--- config.mk ---
export PLATFORM = sky130hd
export DESIGN_NAME = axis_1553_msg_arbiter
export DESIGN_NICKNAME = d
export VERILOG_FILES = /design/src/rtl/axis_1553_pkg.sv /design/src/rtl/axis_1553_arb_timer.sv /design/src/rtl/axis_1553_msg_arbiter.sv
export SDC_FILE = /design/constraint.sdc
export NUM_CORES = 1
export LEC_CHECK = 0
export ABC_AREA = 1
export ABC_CLOCK_PERIOD_IN_PS = 2500
export CORE_MARGIN = 5
export CORE_UTILIZATION = 40
export CTS_CLUSTER_SIZE = 16
export DETAILED_ROUTE_END_ITERATION = 16
export PLACE_DENSITY = 0.76
export SETUP_SLACK_MARGIN = 0.15
export SLEW_MARGIN = 20
export SYNTH_ARGS = -nofsm -noshare
export SYNTH_HDL_FRONTEND = slang
export SYNTH_SLANG_ARGS = --single-unit
export TNS_END_PERCENT = 5
--- constraint.sdc ---
create_clock -name aclk -period 2.5 [get_ports aclk]
set_input_delay 0.5 -clock aclk [delete_from_list [all_inputs] [get_ports aclk]]
set_output_delay 0.5 -clock aclk [all_outputs]
set_load 0.01 [all_outputs]
--- src/rtl/axis_1553_pkg.sv ---
// Shared constants and state encoding for the two-source MIL-STD-1553 message arbiter.
package axis_1553_pkg;

   localparam logic [7:0] CMD_SYNC  = 8'h81;
   localparam logic [7:0] DATA_SYNC = 8'h41;

   typedef enum logic [1:0] {
      ST_IDLE  = 2'd0,
      ST_XFER  = 2'd1,
      ST_DRAIN = 2'd2,
      ST_GAP   = 2'd3
   } arb_state_t;

endpackage

--- src/rtl/axis_1553_arb_timer.sv ---
// Loadable down-counter with a zero flag; times both the inter-message gap and the
// mid-message stall limit.
module axis_1553_arb_timer #(
   parameter int WIDTH = 10
) (
   input  logic             clk,
   input  logic             rst_n,
   input  logic             load,
   input  logic [WIDTH-1:0] load_val,
   input  logic             dec,
   output logic             done
);

   logic [WIDTH-1:0] count_r;

   // Load has priority over decrement; the count parks at zero instead of wrapping.
   always_ff @(posedge clk or negedge rst_n) begin
      if (!rst_n) begin
         count_r <= {WIDTH{1'b0}};
      end else if (load) begin
         count_r <= load_val;
      end else if (dec && (count_r != {WIDTH{1'b0}})) begin
         count_r <= count_r - WIDTH'(1);
      end else begin
         count_r <= count_r;
      end
   end

   assign done = (count_r == {WIDTH{1'b0}});

endmodule

--- src/rtl/axis_1553_msg_arbiter.sv ---
// Round-robin arbiter merging two 1553 message streams onto one encoder stream with an
// enforced inter-message gap. Define AXIS_1553_ARB_TIMEOUT_EN to abandon stalled messages.
module axis_1553_msg_arbiter
   import axis_1553_pkg::*;
#(
   parameter int GAP_CYCLES     = 80,
   parameter int MAX_WORDS      = 33,
   parameter int TIMEOUT_CYCLES = 1000
) (
   input  logic        aclk,
   input  logic        arstn,
   input  logic [15:0] s0_axis_tdata,
   input  logic [7:0]  s0_axis_tuser,
   input  logic        s0_axis_tvalid,
   input  logic        s0_axis_tlast,
   output logic        s0_axis_tready,
   input  logic [15:0] s1_axis_tdata,
   input  logic [7:0]  s1_axis_tuser,
   input  logic        s1_axis_tvalid,
   input  logic        s1_axis_tlast,
   output logic        s1_axis_tready,
   output logic [15:0] m_axis_tdata,
   output logic [7:0]  m_axis_tuser,
   output logic        m_axis_tvalid,
   input  logic        m_axis_tready,
   output logic [1:0]  grant,
   output logic        busy,
   output logic        err_sync,
   output logic        err_len,
   output logic        err_timeout
);

   localparam int CW   = $clog2(MAX_WORDS + 1);
   localparam int TMAX = (GAP_CYCLES > TIMEOUT_CYCLES) ? GAP_CYCLES : TIMEOUT_CYCLES;
   localparam int TW   = (TMAX < 2) ? 1 : $clog2(TMAX);
   localparam logic [TW-1:0] GAP_LOAD  = TW'((GAP_CYCLES > 0) ? GAP_CYCLES - 1 : 0);
   localparam logic [CW-1:0] LAST_BEAT = CW'(MAX_WORDS - 1);
   localparam arb_state_t    AFTER_MSG = (GAP_CYCLES == 0) ? ST_IDLE : ST_GAP;
`ifdef AXIS_1553_ARB_TIMEOUT_EN
   localparam logic [TW-1:0] TO_LOAD   = TW'((TIMEOUT_CYCLES > 0) ? TIMEOUT_CYCLES - 1 : 0);
`endif

   arb_state_t    state_r, state_s;
   logic [1:0]    grant_r, grant_s;
   logic          last_r, last_s;
   logic [CW-1:0] beat_r, beat_s;
   logic          err_sync_r, err_sync_s;
   logic          err_len_r, err_len_s;
   logic          fwd_s, rdy_s, first_ok_s;
   logic          sel_valid_s, sel_last_s;
   logic [15:0]   sel_data_s;
   logic [7:0]    sel_user_s;
   logic          timer_load_s, timer_dec_s, timer_done_s;
   logic [TW-1:0] timer_val_s;
`ifdef AXIS_1553_ARB_TIMEOUT_EN
   logic          err_timeout_r, err_timeout_s;
`endif

   // Select the owning requester; with no owner every field reads as zero.
   always_comb begin
      sel_valid_s = 1'b0;
      sel_last_s  = 1'b0;
      sel_data_s  = 16'h0000;
      sel_user_s  = 8'h00;
      case (grant_r)
         2'b01: begin
            sel_valid_s = s0_axis_tvalid;
            sel_last_s  = s0_axis_tlast;
            sel_data_s  = s0_axis_tdata;
            sel_user_s  = s0_axis_tuser;
         end
         2'b10: begin
            sel_valid_s = s1_axis_tvalid;
            sel_last_s  = s1_axis_tlast;
            sel_data_s  = s1_axis_tdata;
            sel_user_s  = s1_axis_tuser;
         end
         default: begin
            sel_valid_s = 1'b0;
         end
      endcase
   end

   assign first_ok_s = (beat_r != {CW{1'b0}}) || (sel_user_s == CMD_SYNC);

   // Next-state, ownership, beat counting and handshake steering.
   always_comb begin
      state_s      = state_r;
      grant_s      = grant_r;
      last_s       = last_r;
      beat_s       = beat_r;
      fwd_s        = 1'b0;
      rdy_s        = 1'b0;
      err_sync_s   = 1'b0;
      err_len_s    = 1'b0;
      timer_load_s = 1'b0;
      timer_val_s  = GAP_LOAD;
      timer_dec_s  = 1'b0;
`ifdef AXIS_1553_ARB_TIMEOUT_EN
      err_timeout_s = 1'b0;
`endif
      case (state_r)
         ST_IDLE: begin
            if (s0_axis_tvalid || s1_axis_tvalid) begin
               state_s = ST_XFER;
               beat_s  = {CW{1'b0}};
               // last_r=1 means s1 was served last, so s0 wins a tie.
               if (s0_axis_tvalid && (!s1_axis_tvalid || last_r)) begin
                  grant_s = 2'b01;
                  last_s  = 1'b0;
               end else begin
                  grant_s = 2'b10;
                  last_s  = 1'b1;
               end
`ifdef AXIS_1553_ARB_TIMEOUT_EN
               timer_load_s = 1'b1;
               timer_val_s  = TO_LOAD;
`endif
            end else begin
               grant_s = 2'b00;
            end
         end
         ST_XFER: begin
            if (!sel_valid_s) begin
`ifdef AXIS_1553_ARB_TIMEOUT_EN
               if (timer_done_s) begin
                  err_timeout_s = 1'b1;
                  state_s       = AFTER_MSG;
                  grant_s       = 2'b00;
                  beat_s        = {CW{1'b0}};
                  timer_load_s  = 1'b1;
               end else begin
                  timer_dec_s = 1'b1;
               end
`else
               state_s = ST_XFER;
`endif
            end else if (!first_ok_s) begin
               err_sync_s = 1'b1;
               state_s    = ST_DRAIN;
               beat_s     = {CW{1'b0}};
            end else begin
               fwd_s = 1'b1;
               rdy_s = m_axis_tready;
`ifdef AXIS_1553_ARB_TIMEOUT_EN
               timer_load_s = 1'b1;
               timer_val_s  = TO_LOAD;
`endif
               if (m_axis_tready) begin
                  if (sel_last_s) begin
                     state_s      = AFTER_MSG;
                     grant_s      = 2'b00;
                     beat_s       = {CW{1'b0}};
                     timer_load_s = 1'b1;
                     timer_val_s  = GAP_LOAD;
                  end else if (beat_r == LAST_BEAT) begin
                     err_len_s = 1'b1;
                     state_s   = ST_DRAIN;
                     beat_s    = {CW{1'b0}};
                  end else begin
                     beat_s = beat_r + CW'(1);
                  end
               end else begin
                  beat_s = beat_r;
               end
            end
         end
         ST_DRAIN: begin
            rdy_s = 1'b1;
            if (sel_valid_s && sel_last_s) begin
               state_s      = AFTER_MSG;
               grant_s      = 2'b00;
               beat_s       = {CW{1'b0}};
               timer_load_s = 1'b1;
               timer_val_s  = GAP_LOAD;
            end else begin
               state_s = ST_DRAIN;
            end
         end
         ST_GAP: begin
            grant_s = 2'b00;
            if (timer_done_s) begin
               state_s = ST_IDLE;
            end else begin
               timer_dec_s = 1'b1;
            end
         end
         default: begin
            state_s = ST_IDLE;
            grant_s = 2'b00;
            beat_s  = {CW{1'b0}};
         end
      endcase
   end

   // Arbitration state, ownership, round-robin pointer, beat position and error pulses.
   always_ff @(posedge aclk or negedge arstn) begin
      if (!arstn) begin
         state_r    <= ST_IDLE;
         grant_r    <= 2'b00;
         last_r     <= 1'b1;
         beat_r     <= {CW{1'b0}};
         err_sync_r <= 1'b0;
         err_len_r  <= 1'b0;
      end else begin
         state_r    <= state_s;
         grant_r    <= grant_s;
         last_r     <= last_s;
         beat_r     <= beat_s;
         err_sync_r <= err_sync_s;
         err_len_r  <= err_len_s;
      end
   end

`ifdef AXIS_1553_ARB_TIMEOUT_EN
   // Stall-expiry pulse register.
   always_ff @(posedge aclk or negedge arstn) begin
      if (!arstn) begin
         err_timeout_r <= 1'b0;
      end else begin
         err_timeout_r <= err_timeout_s;
      end
   end
   assign err_timeout = err_timeout_r;
`else
   assign err_timeout = 1'b0;
`endif

   axis_1553_arb_timer #(
      .WIDTH (TW)
   ) u_timer (
      .clk      (aclk),
      .rst_n    (arstn),
      .load     (timer_load_s),
      .load_val (timer_val_s),
      .dec      (timer_dec_s),
      .done     (timer_done_s)
   );

   assign m_axis_tvalid  = fwd_s;
   assign m_axis_tdata   = sel_data_s;
   assign m_axis_tuser   = sel_user_s;
   assign s0_axis_tready = grant_r[0] & rdy_s;
   assign s1_axis_tready = grant_r[1] & rdy_s;
   assign grant          = grant_r;
   assign busy           = (state_r != ST_IDLE);
   assign err_sync       = err_sync_r;
   assign err_len        = err_len_r;

endmodule

# Word level (Yosys, flattened, before mapping)

Cells that the tools add are included.

Bits in registers: 23
Bits of input ports: 55
Output and inout bits: 33

Add/sub/neg operators: 2
Equality and inequality tests: 17
Multiplexer cells: 55
Bitwise operators: 2
Reduce and logical (&&, ||, !) cells: 18

Operator list:

| cell                    | number |
|---|---|
| $mux W6                 | 7 |
| $pmux W16 S2            | 1 |
| $mux W2                 | 14 |
| $mux W1                 | 23 |
| $mux W10                | 2 |
| $pmux W6 S3             | 1 |
| $pmux W2 S4             | 2 |
| $pmux W8 S2             | 1 |
| $ne A2 B2 Y1 const B    | 7 |
| $logic_not A10 Y1       | 1 |
| $reduce_and A5 Y1       | 2 |
| $reduce_bool A10 Y1     | 1 |
| $sub A10 B1 Y10 const B | 1 |
| $eq A8 B8 Y1 const B    | 1 |
| $pmux W1 S2             | 4 |
| $add A6 B1 Y6 const B   | 1 |
| $eq A2 B2 Y1 const B    | 3 |
| $eq A6 B6 Y1 const B    | 1 |
| $reduce_bool A6 Y1      | 1 |
| $ne A5 B5 Y1 const B    | 1 |
| $eq A2 B1 Y1 const B    | 2 |
| $ne A4 B4 Y1 const B    | 1 |
| $reduce_and A4 Y1       | 1 |
| $reduce_bool A2 Y1      | 2 |
| 8 further kinds         | 13 |

# Logic depth before layout (Yosys ltp)

Depth after elaboration: 8
Gate-level depth with buffers: 15
Depth with buffers taken out: 14

# Modules after synthesis

A second synthesis with hierarchy kept.

Cell total of the unflattened synthesis: 365
Area total of the unflattened synthesis: 2283.4 um2

Modules (own cells, without submodules):

| module                | instances | cells an instance | area an instance (um2) |
|---|---|---|---|
| axis_1553_msg_arbiter | 1         | 250               | 1532.7 |
| axis_1553_arb_timer   | 1         | 115               | 750.7 |

# Worst setup path after synthesis

Ideal clock, no wire load.

Kind: register to output
Start point: register grant_r[0] (netlist: grant[0])
End point: output s0_axis_tready
Arrival: 1.693 ns
Path slack: 0.307 ns
Cell stages (with the launch flop): 15
Path buffers: 2
Cells stage by stage: dfrtp_1 > inv_1 > ha_1 > buf_6 > buf_12 > nand2_4 > nand2_2 > nand3_1 > nor2_1 > nand2_2 > nand2_4 > nand3_1 > nand2_1 > nand2_1 > nor2_1

Longest elaborated chain between the ends: 8

RTL lines:

| what                                                | RTL line                     | text |
|---|---|---|
| start, declared                                     | axis_1553_msg_arbiter.sv:44  | `logic [1:0] grant_r, grant_s;` |
| start signal, assigned                              | axis_1553_msg_arbiter.sv:207 | `grant_r <= grant_s;` |
| $eq A2 B2 Y1 / $eq A2 B1 Y1 (equally long branches) | axis_1553_msg_arbiter.sv:65  | `case (grant_r)` |
| $pmux W8 S2                                         | axis_1553_msg_arbiter.sv:65  |  |
| $eq A8 B8 Y1                                        | axis_1553_msg_arbiter.sv:84  | `assign first_ok_s = (beat_r != {CW{1'b0}}) \|\| (sel_user_s == CMD_SYNC);` |
| $logic_or A1 B1 Y1                                  | axis_1553_msg_arbiter.sv:84  |  |
| $mux W1                                             | axis_1553_msg_arbiter.sv:138 | `end else if (!first_ok_s) begin` |
| $mux W1                                             | axis_1553_msg_arbiter.sv:124 | `if (!sel_valid_s) begin` |
| $pmux W1 S2                                         | axis_1553_msg_arbiter.sv:102 | `case (state_r)` |
| $and A1 B1 Y1 *                                     | axis_1553_msg_arbiter.sv:243 | `assign s0_axis_tready = grant_r[0] & rdy_s;` |
| end, declared                                       | axis_1553_msg_arbiter.sv:16  | `output logic s0_axis_tready,` |

Every way passes the cells marked *; elsewhere a longest branch is shown, timed or not.

# Worst setup path in the final report

Same ends and word-level chain as after synthesis.

==> impl_results.md <==
- Outcome: finished, violations left
- Violations in the final reports: setup timing
- Avg WL per Cell: 13.4 µm
- Yosys reg bits: 23
- Via density: around 4.7
- Psw: around 1100 µW
- Count of different cell masters after synthesis: 30
- Most frequent cells in the layout: nand2_1 (85), clkdlybuf4s50_1 (59), buf_4 (33), inv_1 (29), nand2_2 (27)
- Post-synth EDFFs: 0
- H-tree levels: 1
- Vias in the first global route: about 2100
- Initial Utilization: 40.8%
- Min Tclk post-route: ~2600 ps
- Clk_lat worst skew: around 270 ps
- Cells after Synth: 307
- Met3 WL: 205 µm
- Clock skew: approximately 6.5 ps
- Root Buffer: clkbuf_8
- Power Total: between 2000 and 2500 µW
- Largest net degree at the start of global routing: 23
- CP cell instances: inv_2 -> ha_4 -> buf_12 -> nand2_1 -> nand2_1 -> inv_2 -> nand2_2 -> nor2_2 -> nand2_2 -> nand2_4 -> nand3_2 -> nand2_1 -> nand2_2 -> nor2_2 -> buf_2
- Internal power: roughly 1300 µW
- Worst Path Required: around 2000 ps
- Hold Startpoint: beat_r[5]
- Syn_area_per_cell: 6.70 µm²
- Max stage delay on crit path: 430 ps
- IO Pins: 88
- Clock sinks: 23
- Max-cap violations: 0
- Post-Synthesis Net Count: 371
- DRT iter0 DRCs: roughly 100
- CTS tree: yes
- Chip Height: 81.7 µm
- Max Root-Sink Buffers: 2
- Most common cell after layout, fill and taps aside: nand2_1
- Final antenna-violating net count: 0
- Reg2Reg Launch Point: grant[0]
- Post-synth ARST share: 100%
- Part of the power in the clock network: around a tenth
- Final setup viols: 3
- Worst min-delay path class: reg2reg
- Crit path arrival time: a little over 2000 ps
- Switching part of the total: approximately 46%
- Top Layer Used: met4
- Die width: 81.7 µm
- DR vias: approximately 2300
- Die area: ~6700 µm²
- Cell Area, Synth: just over 2000 µm²
- Buffers on Ports: 86
- Fmax: between 300 and 400 MHz
- Sequential share of power: around 20%
- Share of the synthesized area in the top cell type: a little over a quarter
- Final Hold Violating Endpoints: 0
- Syn. warnings: 0
- DRT Pass-1 Iters: 4
- Initial antenna violation count: 0
- HPWL after detailed placement: about 5000 µm
- CTS Buf Count: 3
- GPL Wtd Cong: about 0.88
- Synthesis-to-finish area growth: 58.8%
- Total GRT Usage: a little under a fifth
- Final worst path period share: 103%
- CP Capture Type: primary output
- R2r setup slk: about 300 ps
- Top cells by area, synth: dfrtp_1 (27%), nand2_1 (18%), inv_1 (6.4%)
- Sequential area share after synthesis: between 20% and 30%
- Placement Setup Slack: -331 ps
- Kind of critical path: reg2out
- Post-synth top flop: dfrtp_1
- Worst R2R Path Depth: 16
- Slowest stage cell, crit path: dfrtp_1
- Lkg Pwr: between 0.0015 and 0.002 µW
- Crit path launch type: flop
- Metal1 wirelength: about 2800 µm
- WL final: ~6600 µm
- Core Area: about 5000 µm²
- Final setup margin: -62.9 ps
- Post-synth top area cell: dfrtp_1
- Post-route insts no fill: just under 500
- PD cells: 744 nW/µm²
- Worst vdd ir: approximately 0.00034 V
- Layout cells sized above 1: between 20% and 30%
- Clock-pin slew on the worst setup and hold paths: roughly 90 ps
- Hold EP: beat_r[5]
- CTS Hold Bufs: 0
- Number of cells on the worst hold path: 2
- RSZ-0062 raised after global routing: true
- Final nets: 488
- Met2 wire len: ~3600 µm
- DRC viols: 0
- Row cnt: 26
- GRT Residual Overflow: 0
- FF-to-FF End: beat_r[0]
- Max-slew violation count: 0
- Critical path fanouts, max: 6
- Logic pwr share: 70.2%
- Placed cells: 480
- Antenna Cells: 0
- First-pass GRT wire length: 10100 µm
[per-stage QoR]
stage,TNS (ps),hold slack [ps],area [µm²],util [%]
2_1_floorplan,0,204,2060,-
3_3_place_gp,-900,500,3130,62.0
3_5_place_dp,-905,511,3130,62.0
4_1_cts,-185,534,3160,62.7
5_1_grt,-548,550,3270,64.8
6_report,-139,534,3270,64.8
[flip-flops by register name, indices dropped and copies added (netlist names), named ones only]
signal	cells
u_timer.count_r	10
beat_r	6
grant	2
err_len	1
err_sync	1
last_r	1
state_r	1
[kinds of logic after synthesis]
group | after synthesis | share of synthesized area, %
AOI/OAI and AO/OA | 38 | 10.7
xor gates and xnor gates | 7 | 2.98
adders and majority gates | 9 | 5.47
buffers and inverters | 49 | 12.7
DFF | 23 | 28.0
muxes | 1 | 0.547
other | 1 | 0.182
and+or+nand+nor | 179 | 39.4
[critical path, delay by kind of cell, from the launching register on]
| family | cells | cell delay, ps |
|---|---|---|
| AND/OR/NAND/NOR | 10 | 770 |
| buffers and inverters | 4 | 410 |
| flip-flops | 1 | 430 |
| adder cells (fa/ha/maj) | 1 | 190 |
[metal layers]
metal / vias to the layer above / GRT usage [%]
met3: 4 / 2.85
li1: 1197 / -
met4: 0 / 1.99
met2: 38 / 37.1
met1: 1095 / 22.7
met5: - / 0
[worst max-delay path by stage]
| stage | cells past startpoint | end | slack, ps | from |
|---|---|---|---|---|
| 3_3_place_gp | 12 | s0_axis_tready | -330 | s1_axis_tuser[0] |
| 5_1_grt | 15 | s0_axis_tready | -200 | grant[0] |
| 2_1_floorplan | 14 | s0_axis_tready | 310 | grant[0] |
| 6_report | 15 | s0_axis_tready | -60 | grant[0] |
| 4_1_cts | 15 | s0_axis_tready | -90 | grant[0] |
| 3_5_place_dp | 12 | s0_axis_tready | -330 | s1_axis_tuser[0] |
[synth_stat cells, types with 2 or more instances]
master      n
nand2_1   100
ha_1        9
nor3_1      5
buf_6       3
clkbuf_1    4
nand3b_1    2
dfrtp_1    22
inv_2       2
nand2_4     4
nor2_2      2
o21ai_0     5
a21oi_1    25
buf_12      3
inv_1      35
xor2_1      7
nand4_1     5
and3_1      2
nand2_2    13
nand3_1    20
nor2_1     22
o21ai_2     8
[power groups by stage]
stage | clock [µW] | combinational, µW | sequential [µW]
final | 234 | 1710 | 489
after global routing | 251 | 1860 | 500
after CTS | 243 | 1480 | 483
after detailed placement | 0 | 1490 | 483
after global placement | 0 | 1460 | 482
after floorplan | 0 | 909 | 484
[timing repair]
| action | 4_1_cts | 5_1_grt |
|---|---|---|
| buffers inserted | 0 | 8 |
| endpoints found under the setup margin | 27 | 21 |
| gates resized for setup | 41 | 64 |
| gates cloned | 0 | 1 |
| pin swaps | 1 | 10 |
[layout make-up]
cell class / count / area, µm²
Sequential cell: 23 / 578
Timing Repair Buffer: 124 / 1100
Clock buffer: 3 / 41.3
Clock inverter: 1 / 5.00
Tap cell: 70 / 87.6
Multi-Input combinational cell: 235 / 1310
Fill cell: 452 / 1780
Inverter: 37 / 139
No activity file was read; power rests on OpenSTA's default activity.
